### config.mk
export PLATFORM = sky130hd
export DESIGN_NAME = alu_arbiter
export DESIGN_NICKNAME = d
export VERILOG_FILES = /design/src/rtl/alu_arbiter.sv
export SDC_FILE = /design/constraint.sdc
export NUM_CORES = 1
export LEC_CHECK = 0
export CORE_ASPECT_RATIO = 0.7
export CORE_MARGIN = 2
export CORE_UTILIZATION = 45
export DETAILED_ROUTE_END_ITERATION = 8
export PLACE_DENSITY = 0.71
export SETUP_SLACK_MARGIN = 0.5
export SYNTH_ARGS = -nofsm -noshare
export SYNTH_HDL_FRONTEND = slang
export SYNTH_SLANG_ARGS = --single-unit
### constraint.sdc
create_clock -name clk -period 5.6 [get_ports clk]
set_input_delay 0.56 -clock clk [delete_from_list [all_inputs] [get_ports clk]]
set_output_delay 0.56 -clock clk [all_outputs]
set_load 0.05 [all_outputs]
### src/rtl/alu_arbiter.sv
// -----------------------------------------------------------------------------
// alu_arbiter
//
// Shares one ALU between two requesters. A three-state FSM (IDLE, EXEC, RESP)
// grants one requester at a time in IDLE. It registers that requester's
// operands, computes the result in EXEC, and then holds the response in RESP
// until the consumer takes it. At most one operation is in flight.
//
// When both requesters are valid, a round-robin pointer picks the winner.
// After each response the pointer moves to the requester that was not served.
//
// Timing: the ready pulse is visible after edge T and the request is accepted
// at edge T+1. o_rsp_valid is high after edge T+2. Best-case throughput is one
// operation every 3 cycles.
//
// Ports
//   clk                  clock; all state updates on the rising edge
//   i_rst                synchronous active-high reset
//   i_reqN_valid         requester N has an operation pending (N = 0, 1)
//   o_reqN_ready         requester N's operation is accepted this cycle
//   i_reqN_a / _b        requester N signed operands
//   i_reqN_op            requester N opcode
//   o_rsp_valid          a result is available (high only in RESP)
//   i_rsp_ready          the consumer takes the result
//   o_rsp_data           result
//   o_rsp_id             requester that issued the result
//   o_rsp_zero           result equals zero
//   o_rsp_err            the opcode was illegal
// -----------------------------------------------------------------------------
module alu_arbiter #(
    parameter int NB_DATA = 8,
    parameter int NB_OP   = 6
) (
    input  logic               clk,
    input  logic               i_rst,
    input  logic               i_req0_valid,
    output logic               o_req0_ready,
    input  logic [NB_DATA-1:0] i_req0_a,
    input  logic [NB_DATA-1:0] i_req0_b,
    input  logic [NB_OP-1:0]   i_req0_op,
    input  logic               i_req1_valid,
    output logic               o_req1_ready,
    input  logic [NB_DATA-1:0] i_req1_a,
    input  logic [NB_DATA-1:0] i_req1_b,
    input  logic [NB_OP-1:0]   i_req1_op,
    output logic               o_rsp_valid,
    input  logic               i_rsp_ready,
    output logic [NB_DATA-1:0] o_rsp_data,
    output logic               o_rsp_id,
    output logic               o_rsp_zero,
    output logic               o_rsp_err
);

    localparam logic [NB_OP-1:0] OP_ADD = NB_OP'(6'b100000);
    localparam logic [NB_OP-1:0] OP_SUB = NB_OP'(6'b100010);
    localparam logic [NB_OP-1:0] OP_AND = NB_OP'(6'b100100);
    localparam logic [NB_OP-1:0] OP_OR  = NB_OP'(6'b100101);
    localparam logic [NB_OP-1:0] OP_XOR = NB_OP'(6'b100110);
    localparam logic [NB_OP-1:0] OP_NOR = NB_OP'(6'b100111);
    localparam logic [NB_OP-1:0] OP_SRA = NB_OP'(6'b000011);
    localparam logic [NB_OP-1:0] OP_SRL = NB_OP'(6'b000010);

    typedef enum logic [1:0] {
        ST_IDLE = 2'd0,
        ST_EXEC = 2'd1,
        ST_RESP = 2'd2
    } state_t;

    state_t             state_q,    state_d;
    logic               rr_q,       rr_d;
    logic [NB_DATA-1:0] a_q,        a_d;
    logic [NB_DATA-1:0] b_q,        b_d;
    logic [NB_OP-1:0]   op_q,       op_d;
    logic               req_id_q,   req_id_d;
    logic [NB_DATA-1:0] rsp_data_q, rsp_data_d;
    logic               rsp_id_q,   rsp_id_d;
    logic               rsp_zero_q, rsp_zero_d;
    logic               rsp_err_q,  rsp_err_d;

    logic               grant_valid;
    logic               grant_id;
    logic [NB_DATA-1:0] alu_res;
    logic               alu_err;

    // -------------------------------------------------------------------------
    // Arbitration. A lone valid requester always wins. When both are valid,
    // the round-robin pointer decides.
    // -------------------------------------------------------------------------
    always_comb begin
        // NOTE: every signal assigned in a combinational block gets a default
        // first, so no path leaves it unassigned and no latch is inferred.
        grant_valid = i_req0_valid | i_req1_valid;
        grant_id    = 1'b0;
        if (i_req0_valid && i_req1_valid) begin
            grant_id = rr_q;
        end else if (i_req1_valid) begin
            grant_id = 1'b1;
        end
    end

    // Both ready outputs are held low while reset is asserted.
    always_comb begin
        o_req0_ready = 1'b0;
        o_req1_ready = 1'b0;
        if (!i_rst && state_q == ST_IDLE && grant_valid) begin
            o_req0_ready = ~grant_id;
            o_req1_ready = grant_id;
        end
    end

    // -------------------------------------------------------------------------
    // ALU on the registered operands. Shifts use the full unsigned B. Any
    // amount of NB_DATA or more gives sign fill (SRA) or zero (SRL).
    // -------------------------------------------------------------------------
    always_comb begin
        alu_res = '0;
        alu_err = 1'b0;
        case (op_q)
            OP_ADD: alu_res = a_q + b_q;
            OP_SUB: alu_res = a_q - b_q;
            OP_AND: alu_res = a_q & b_q;
            OP_OR:  alu_res = a_q | b_q;
            OP_XOR: alu_res = a_q ^ b_q;
            OP_NOR: alu_res = ~(a_q | b_q);
            OP_SRA: begin
                if (int'(b_q) >= NB_DATA) begin
                    alu_res = {NB_DATA{a_q[NB_DATA-1]}};
                end else begin
                    alu_res = $signed(a_q) >>> b_q;
                end
            end
            OP_SRL: begin
                if (int'(b_q) >= NB_DATA) begin
                    alu_res = '0;
                end else begin
                    alu_res = a_q >> b_q;
                end
            end
            default: alu_err = 1'b1;
        endcase
    end

    // -------------------------------------------------------------------------
    // Next-state logic
    // -------------------------------------------------------------------------
    always_comb begin
        state_d    = state_q;
        rr_d       = rr_q;
        a_d        = a_q;
        b_d        = b_q;
        op_d       = op_q;
        req_id_d   = req_id_q;
        rsp_data_d = rsp_data_q;
        rsp_id_d   = rsp_id_q;
        rsp_zero_d = rsp_zero_q;
        rsp_err_d  = rsp_err_q;

        case (state_q)
            ST_IDLE: begin
                // A granted valid requester always sees ready, so grant_valid
                // alone marks the handshake.
                if (grant_valid) begin
                    a_d      = grant_id ? i_req1_a  : i_req0_a;
                    b_d      = grant_id ? i_req1_b  : i_req0_b;
                    op_d     = grant_id ? i_req1_op : i_req0_op;
                    req_id_d = grant_id;
                    state_d  = ST_EXEC;
                end
            end
            ST_EXEC: begin
                rsp_data_d = alu_res;
                rsp_zero_d = (alu_res == '0);
                rsp_err_d  = alu_err;
                rsp_id_d   = req_id_q;
                state_d    = ST_RESP;
            end
            ST_RESP: begin
                if (i_rsp_ready) begin
                    rr_d    = ~rsp_id_q;
                    state_d = ST_IDLE;
                end
            end
            default: state_d = ST_IDLE;
        endcase
    end

    // -------------------------------------------------------------------------
    // Control and response registers
    // -------------------------------------------------------------------------
    always_ff @(posedge clk) begin
        // NOTE: sequential state uses non-blocking assignments, so every flop
        // samples the pre-edge values regardless of statement order.
        if (i_rst) begin
            state_q    <= ST_IDLE;
            rr_q       <= 1'b0;
            rsp_data_q <= '0;
            rsp_id_q   <= 1'b0;
            rsp_zero_q <= 1'b0;
            rsp_err_q  <= 1'b0;
        end else begin
            state_q    <= state_d;
            rr_q       <= rr_d;
            rsp_data_q <= rsp_data_d;
            rsp_id_q   <= rsp_id_d;
            rsp_zero_q <= rsp_zero_d;
            rsp_err_q  <= rsp_err_d;
        end
    end

    // NOTE: the operand registers are pure datapath. They are always written
    // in IDLE before EXEC reads them, so they need no reset.
    always_ff @(posedge clk) begin
        a_q      <= a_d;
        b_q      <= b_d;
        op_q     <= op_d;
        req_id_q <= req_id_d;
    end

    assign o_rsp_valid = (state_q == ST_RESP);
    assign o_rsp_data  = rsp_data_q;
    assign o_rsp_id    = rsp_id_q;
    assign o_rsp_zero  = rsp_zero_q;
    assign o_rsp_err   = rsp_err_q;

endmodule

---- After elaboration in Yosys (flattened, before gate mapping) ----
Index checks and enable logic that the tools add are counted.
storage, ports and cells
  bits in registers ....................... 37
  output and inout bits ................... 14
  word-level logic and storage cells ...... 58
operators by class
  add/subtract/negate cells ............... 2
  order comparisons ....................... 1
  equality and inequality tests ........... 12
  shift operators ......................... 2
  multiplexer cells ....................... 14
  bitwise operators ....................... 7
  reduce and logical (&&, ||, !) cells .... 10
operators by type and width
  cell                                                               number
  case mux 8 bit (8 select lines)                                    1
  equality test 6 bit, second input constant                         6
  two-way mux 8 bit                                                  4
  equality test 6 x 2 -> 1 bit, second input constant                2
  adder 8 bit                                                        1
  AND 8 bit                                                          1
  greater-or-equal comparator 8 x 4 -> 1 bit, second input constant  1
  zero test 8 bit                                                    1
  NOT 8 bit                                                          1
  OR 8 bit                                                           1
  OR reduction 8 bit                                                 1
  right shift 8 x 8 -> 8 bit                                         1
  >>> shifter 8 x 8 -> 8 bit                                         1
  subtractor 8 bit                                                   1
  XOR 8 bit                                                          1
  two-way mux 6 bit                                                  1
  case mux 2 bit (3 select lines)                                    1
  AND reduction 2 bit                                                3
  two-way mux 1 bit                                                  5
  two-way mux 2 bit                                                  2
  logical AND 1 bit                                                  3
  equality test 2 x 1 -> 1 bit, second input constant                1
  equality test 2 bit, second input constant                         1
  zero test 2 bit                                                    1
  5 further kinds                                                    6

---- Depth between registers and ports, before layout ----
Gate-level depths: netlist of run 1.
  depth in word-level cells ............... 4
  depth in mapped cells ................... 15
  depth with buffers taken out ............ 14

---- Worst setup path after synthesis of run 1 ----
No wires, ideal clock.
  path type ............................... input to output
  from .................................... input port i_req1_valid
  to ...................................... output port o_req0_ready
  arrival ................................. 3.216 ns
  setup slack ............................. 1.824 ns
  stages on the path ...................... 4
  buffers on the path ..................... 0
  cells stage by stage .................... nor2_1 -> nor3_1 -> nand2b_1 -> nor2_1
on the way
  cells in the longest elaborated chain, start to end .. 4
ends and longest elaborated chain
  element                                                 RTL line  source
  start: declaration                                      41        input logic i_req1_valid,
  two-way mux 1 bit or logical AND 1 bit (tied branches)  96, 94
  two-way mux 1 bit                                       94        if (i_req0_valid && i_req1_valid) begin
  NOT 1 bit                                               106       o_req0_ready = ~grant_id;
  two-way mux 1 bit *                                     105       if (!i_rst && state_q == ST_IDLE && grant_valid) begin
  end: declaration                                        37        output logic o_req0_ready,
Mark *: on every way between the ends. The rest lies on a longest branch, timed or not.

---- Worst setup path in the final report of run 1 ----
  from .................................... register b_q[1]
  to ...................................... register rsp_zero_q, in the netlist o_rsp_zero
on the way
  cells in the longest elaborated chain, start to end .. 4
ends and longest elaborated chain
  element                                                             RTL line  source
  start: declaration                                                  72        logic [NB_DATA-1:0] b_q, b_d;
  start signal: assignment                                            214       b_q <= b_d;
  greater-or-equal comparator 8 x 4 -> 1 bit (tied with other cells)  126, 133
  two-way mux 8 bit (tied with other cells)                           133       if (int'(b_q) >= NB_DATA) begin
  case mux 8 bit (8 select lines) *                                   118       case (op_q)
  zero test 8 bit *                                                   172       rsp_zero_d = (alu_res == '0);
  end signal: assignment                                              205       rsp_zero_q <= rsp_zero_d;
  end: declaration                                                    77        logic rsp_zero_q, rsp_zero_d;
Marks and branches as above.
A chain may end at the register's enable or synchronous reset.

==> results.rst, run 1 <==
.. list-table::
   :header-rows: 1

   * - Metric
     - Value
   * - Result of the run
     - complete, no violations
   * - Yosys Warn Count
     - 0
   * - Element type at the critical path start
     - flip-flop
   * - Sequential area share after synthesis
     - 29.6%
   * - Largest vdd supply drop
     - 92.3 µV
   * - Total number of vias
     - 2924
   * - Startpoint-to-endpoint class of the critical path
     - reg -> reg
   * - Largest stage delay on the critical path
     - 900 ps
   * - Slew @ Worst Pin
     - 1000 ps
   * - Cell class contributing the biggest share of worst-path delay
     - flip-flops
   * - Post-Route Hold Slack
     - 459 ps
   * - Maximum capacitance violations
     - 0
   * - Non-filler instance count after layout
     - 542
   * - Dpl ws
     - 2240 ps
   * - Port buffer count
     - 62
   * - Crit path arrival time
     - 3590 ps
   * - Worst slew margin relative to its limit
     - 32.5%
   * - Highest-delay cell along the critical path
     - edfxtp_1
   * - Metal-1 WL
     - 4180 µm
   * - Achievable Freq
     - 0.296 GHz
   * - Count of hold buffers inserted by post-cts repair
     - 0
   * - Signed area change from the synthesized netlist to the final layout
     - 21.6%
   * - Clock insertion delay at the later pin of the skew report
     - 300 ps
   * - Endpoint required time on the critical path
     - 5820 ps
   * - Average wire length per cell after detail routing
     - 15.4 µm
   * - Number of antenna repair diodes
     - 0
   * - TritonCTS clock tree
     - done
   * - Post-layout nets
     - 517
   * - Kind of end point of the critical path
     - flip-flop
   * - Worst-case setup margin in the final layout
     - 2220 ps
   * - Worst-case clock skew
     - 8.61 ps
   * - Depth of the CTS H-tree
     - 2
   * - Clock period minus final worst setup slack
     - 3380 ps
   * - First-pass iteration count of the detailed router
     - 5
   * - Asr flop ratio synth
     - 0%
   * - Instance area at placement
     - 3910 µm²
   * - Met3 wire len
     - 637 µm
   * - RR Startpoint
     - b_q[1]
   * - Classification of the worst-slack hold path
     - reg -> reg
   * - Total non-filler cell area in the finished layout
     - 4000 µm²
   * - Worst Hold Launch
     - o_rsp_data[2]
   * - Number of endpoints failing setup at the final stage
     - 0
   * - Core outline area
     - 7190 µm²
   * - Number of sinks driven by the clock tree
     - 37
   * - Number of hold-slack violations in the final timing report
     - 0
   * - Top routing layer in use
     - met4
   * - Total detailed-routing wirelength
     - 8360 µm
   * - Starting Density
     - 45.7%
   * - Count of mapped cells out of synthesis
     - 389
   * - Wire length on met2
     - 3470 µm
   * - Crit share post-route
     - 60.3%
   * - Final number of max-transition violations
     - 0
   * - End of the worst register-to-register path
     - o_rsp_zero
   * - Unrepaired setup endpoints after global routing
     - no
   * - Worst hold path depth
     - 2
   * - Leakage
     - 1.66 nW
   * - Final core area utilization
     - 55.6%
   * - Height of the die
     - 75.5 µm
   * - GR Util All Layers
     - 21.5%
   * - Fraction of final layout cells sized beyond drive strength 1
     - 8.11%
   * - Post-Route Setup TNS
     - 0 ps
   * - R2r setup slk
     - 2220 ps
   * - DRC errors left
     - 0
   * - Number of enable flip-flop cells after synthesis
     - 23
   * - Largest net degree at the start of global routing
     - 25
   * - Stages on worst setup path
     - 12
   * - Total power consumption of the routed design
     - 965 µW
   * - Clock transition time at the flip-flop clock pins of the worst setup and hold paths
     - 80 ps
   * - Die Footprint
     - 8010 µm²
   * - Iter 0 DRT Violations
     - 235
   * - HPWL after detailed placement
     - 6560 µm
   * - Number of gates given a new drive strength after cts
     - 0
   * - Power density normalized to cell area
     - 242 nW/µm²
   * - Number of clock buffers inserted by TritonCTS
     - 5
   * - Average size of a mapped cell
     - 8.45 µm²
   * - Root buffer cell
     - clkbuf_8
   * - Flip-flop and latch count after synthesis
     - 37
   * - Destination of the worst hold path
     - o_rsp_data[2]
   * - Largest buffer count on any clock path
     - 2
   * - Library cells used by synthesis
     - 65
   * - Post-detailed-route via-to-cell ratio
     - 5.39
   * - Number of antenna violations at the first check in global routing
     - 0
   * - Post-Syn Area
     - 3290 µm²
   * - Width of the die
     - 106 µm
   * - Number of global-route vias before repair
     - 2691
   * - Post-synth net total
     - 463
   * - Global-route wire length before repair
     - 13400 µm
   * - Crit path buf inv count
     - 2
   * - Primary FF master, synth
     - edfxtp_1
   * - Routability-driven placement congestion ratio
     - 1.04
   * - Path depth of the worst reg2reg path
     - 12
   * - Number of cells in the design after placement
     - 534
   * - Count of pins on the block boundary
     - 63
   * - Number of buffers inserted to repair setup after CTS
     - 0
   * - Cell Rows
     - 26
   * - Worst-path cell chain
     - inv_1, ha_1, a21o_1, inv_1, ha_1, nor2b_1, o2111a_1, nor3_1, xnor2_1, a211oi_1, nand3_1, o31ai_2
   * - Total congestion overflow after global routing
     - 0
   * - Residual antenna-violating net count after detailed routing
     - 0
   * - Largest fanout on the critical path
     - 20
==> state kept, by name, summed over array words and instances (netlist names) <==
name,flops
o_rsp_err,1
o_rsp_zero,1
b_q,8
o_rsp_data,8
op_q,6
state_q,2
req_id_q,1
rr_q,1
o_rsp_id,1
a_q,8
==> worst max-delay path by stage <==
stage / startpoint / to / slack (ps)
after detailed placement: b_q[1] / o_rsp_zero / 2240
final: b_q[1] / o_rsp_zero / 2220
after global routing: b_q[1] / o_rsp_zero / 1820
after global placement: b_q[1] / o_rsp_zero / 2410
after CTS: b_q[1] / o_rsp_zero / 2220
after floorplan: i_req1_valid / o_req0_ready / 1820
==> per-layer routing <==
layer / vias up / track usage [%]
li1: 1484 / -
met1: 1334 / 30.3
met2: 96 / 33.5
met3: 10 / 6.24
met4: 0 / 4.09
met5: - / 0
==> worst register-to-register path, cell delays in order, from the launching register on <==
cell,delay (ps)
edfxtp_1,900
inv_1,270
ha_1,360
a21o_1,150
inv_1,50
ha_1,250
nor2b_1,140
o2111a_1,250
nor3_1,220
xnor2_1,90
a211oi_1,300
nand3_1,130
o31ai_2,180
==> layout make-up <==
cell class,instances,area [µm²]
fill,643,3190
multi-input combinational,308,2070
sequential,37,971
timing repair buffer,66,651
tap,98,123
inverter,25,93.8
clock buffer,5,68.8
clock inverter,3,21.3
==> kinds of logic (layout without fill, tap and decap cells) <==
kind of cell / Yosys count / count (layout) / synth area share, %
DFF: 37 / 37 / 29.6
xor gates and xnor gates: 18 / 18 / 4.80
AOI/OAI and AO/OA: 74 / 74 / 16.3
and+or+nand+nor: 170 / 170 / 24.1
adders and majority gates: 25 / 25 / 9.75
muxes: 21 / 21 / 7.88
buffers and inverters: 44 / 99 / 7.69
==> where the power goes <==
part	leakage [nW]	switching (mW)	internal, mW
clock	0.0445	0.102	0.0882
sequential	0.342	0.0546	0.327
combinational	1.27	0.214	0.180
==> placed cells by master (no fill, tap or decap), types with 8 or more instances in the layout <==
master,Yosys,final
a21oi_1,16,16
clkdlybuf4s50_1,0,62
dfxtp_1,14,14
edfxtp_1,23,23
ha_1,24,24
inv_1,24,24
mux2i_1,15,15
nand2_1,93,93
nand3_1,8,8
nor2_1,26,26
o21ai_0,14,14
xnor2_1,13,13
==> cells in the mapped netlist, types with 7 or more instances <==
| master | n | area [µm²] |
|---|---|---|
| xnor2_1 | 13 | 114 |
| a21oi_1 | 16 | 80.1 |
| mux2i_1 | 15 | 150 |
| dfxtp_1 | 14 | 280 |
| nand3_1 | 8 | 40.0 |
| inv_1 | 24 | 90.1 |
| ha_1 | 24 | 300 |
| nor2_1 | 26 | 97.6 |
| nor3_1 | 7 | 35.0 |
| o21ai_0 | 14 | 70.1 |
| nand2_1 | 93 | 349 |
| edfxtp_1 | 23 | 691 |
Note: power is estimated with default switching activity, not from simulation.
==> run 2, diff against run 1 <==
--- a/config.mk
+++ b/config.mk
@@ -9,7 +9,7 @@
 export CORE_MARGIN = 2
 export CORE_UTILIZATION = 45
 export DETAILED_ROUTE_END_ITERATION = 8
-export PLACE_DENSITY = 0.71
+export PLACE_DENSITY = 0.73
 export SETUP_SLACK_MARGIN = 0.5
 export SYNTH_ARGS = -nofsm -noshare
 export SYNTH_HDL_FRONTEND = slang
==> constraint.sdc (replaced) <==
create_clock -name clk -period 3.1 [get_ports clk]
set_input_delay 0.31 -clock clk [delete_from_list [all_inputs] [get_ports clk]]
set_output_delay 0.31 -clock clk [all_outputs]
set_load 0.05 [all_outputs]
==> results.rst, run 2 (synthesis gave the netlist of run 1 again) <==
.. list-table::
   :header-rows: 1

   * - Metric
     - Value
   * - Total number of vias
     - 3093
   * - Clock insertion delay at the later pin of the skew report
     - 300 ps
   * - Fraction of power consumed by combinational cells
     - 45.7%
   * - Port buffer count
     - 62
   * - Iter 0 DRT Violations
     - 240
   * - Fraction of final layout cells sized beyond drive strength 1
     - 16.7%
   * - Largest buffer count on any clock path
     - 2
   * - Crit share post-route
     - 88.5%
   * - Wire length on met2
     - 4000 µm
   * - Number of antenna repair diodes
     - 0
   * - Most frequent cells in the layout
     - nand2_1, clkdlybuf4s50_1, buf_4, ha_1
   * - Post-detailed-route via-to-cell ratio
     - 5.46
   * - Worst hold path depth
     - 2
   * - Routability-driven placement congestion ratio
     - 0.963
   * - Classification of the worst-slack hold path
     - reg -> reg
   * - HPWL after detailed placement
     - 7170 µm
   * - Count of pins on the block boundary
     - 63
   * - Number of endpoints failing setup at the final stage
     - 0
   * - Depth of the CTS H-tree
     - 2
   * - Leading cell type in the layout, fill and taps excluded
     - nand2_1
   * - Kind of end point of the critical path
     - flip-flop
   * - Metal-1 WL
     - 4460 µm
   * - Unrepaired setup endpoints after global routing
     - yes
   * - Result of the run
     - complete, no violations
   * - Slew @ Worst Pin
     - 987 ps
   * - Worst slew margin relative to its limit
     - 34.1%
   * - Die Footprint
     - 8010 µm²
   * - Number of sinks driven by the clock tree
     - 37
   * - Largest vdd supply drop
     - 199 µV
   * - Startpoint-to-endpoint class of the critical path
     - reg -> reg
   * - Core outline area
     - 7190 µm²
   * - Signed area change from the synthesized netlist to the final layout
     - 30.4%
   * - Post-layout nets
     - 541
   * - Top routing layer in use
     - met4
   * - Clock power share
     - 18.4%
   * - Global-route wire length before repair
     - 14100 µm
   * - Final number of max-transition violations
     - 0
   * - Post-Route Setup TNS
     - 0 ps
   * - Path depth of the worst reg2reg path
     - 13
   * - Achievable Freq
     - 0.365 GHz
   * - Power density normalized to cell area
     - 436 nW/µm²
   * - Height of the die
     - 75.5 µm
   * - Switching share of power
     - 38.6%
   * - Total detailed-routing wirelength
     - 9260 µm
   * - First-pass iteration count of the detailed router
     - 5
   * - GR Util All Layers
     - 23.1%
   * - Number of clock buffers inserted by TritonCTS
     - 5
   * - Number of hold-slack violations in the final timing report
     - 0
   * - Met3 wire len
     - 689 µm
   * - Starting Density
     - 45.7%
   * - Number of antenna violations at the first check in global routing
     - 0
   * - TritonCTS clock tree
     - done
   * - Dpl ws
     - 261 ps
   * - Number of global-route vias before repair
     - 2799
   * - DRC errors left
     - 0
   * - Clock period minus final worst setup slack
     - 2740 ps
   * - Clock transition time at the flip-flop clock pins of the worst setup and hold paths
     - 70 ps
   * - Maximum capacitance violations
     - 0
   * - Residual antenna-violating net count after detailed routing
     - 0
   * - Root buffer cell
     - clkbuf_8
   * - Crit path arrival time
     - 2960 ps
   * - Average wire length per cell after detail routing
     - 16.4 µm
   * - Element type at the critical path start
     - flip-flop
   * - Switching power
     - 722 µW
   * - Total congestion overflow after global routing
     - 0
   * - Count of hold buffers inserted by post-cts repair
     - 0
   * - Worst-case clock skew
     - 6.25 ps
   * - Largest fanout on the critical path
     - 4
   * - Width of the die
     - 106 µm
   * - Total internal power
     - 1.15 mW
   * - Largest net degree at the start of global routing
     - 25
   * - Leakage
     - 1.80 nW
   * - Cell Rows
     - 26
   * - Endpoint required time on the critical path
     - 3320 ps
   * - Worst-case setup margin in the final layout
     - 358 ps
   * - Seq pwr share
     - 35.9%
run 2: cell type report:
cell class	instances	area, µm²
Sequential cell	37	971
Timing Repair Buffer	90	842
Fill cell	663	2910
Clock buffer	5	68.8
Multi-Input combinational cell	308	2160
Inverter	25	93.8
Clock inverter	3	21.3
Tap cell	98	123
run 2: timing repair:
action	in CTS	in global routing
pin swaps	9	4
buffers inserted	9	2
resized for setup	5	12
endpoints found under the setup margin	5	6
run 2: critical path, cell delays in order (launching register included):
cell and delay [ps]:
edfxtp_1 460, nor2_4 190, nand3_4 100, nor2_4 170, a21oi_1 70, xnor2_1 290
ha_1 280, o21a_1 140, o31a_1 160, o21ai_1 90, and4_1 210, nor3_2 200
nand3_1 110, o31ai_2 170
run 2: worst paths after layout:
path | start | to | slack (ps)
max | op_q[3] | o_rsp_zero | 360
max reg2reg | op_q[3] | o_rsp_zero | 360
min | rr_q | rr_q | 460
min reg2reg | rr_q | rr_q | 460
run 2: per-layer routing:
metal | GRT usage [%] | vias to the layer above
met5 | 0 | -
met4 | 3.95 | 0
met3 | 4.62 | 14
met2 | 36.9 | 133
met1 | 33.2 | 1414
li1 | - | 1532
run 2: through the flow:
step                      utilization, %  hold slack (ps)  total power, mW  cells  cell area, µm²
after global placement              56.2              449             1.44    547            4040
after detailed placement            56.2              454             1.46    547            4040
after global routing                59.6              488             1.98    566            4280
after floorplan                        -              382             1.21    389            3320
after CTS                           58.7              465             1.84    564            4220
final                               59.6              463             1.87    566            4280
run 2: power by group through the flow:
stage / Clock (mW) / Combinational [mW] / Sequential [mW]
floorplan: 0 / 0.522 / 0.692
global placement: 0 / 0.773 / 0.672
detailed placement: 0 / 0.783 / 0.675
CTS: 0.351 / 0.825 / 0.663
global route: 0.371 / 0.934 / 0.676
finish: 0.344 / 0.854 / 0.670
==> run 3, diff against run 2 <==
--- a/config.mk
+++ b/config.mk
@@ -8,6 +8,7 @@
 export CORE_ASPECT_RATIO = 0.7
 export CORE_MARGIN = 2
 export CORE_UTILIZATION = 45
+export CTS_CLUSTER_SIZE = 28
 export DETAILED_ROUTE_END_ITERATION = 8
 export PLACE_DENSITY = 0.73
 export SETUP_SLACK_MARGIN = 0.5
==> results of run 3 <==
Same layout as run 2: the final DEF is identical, and so are final timing and power.
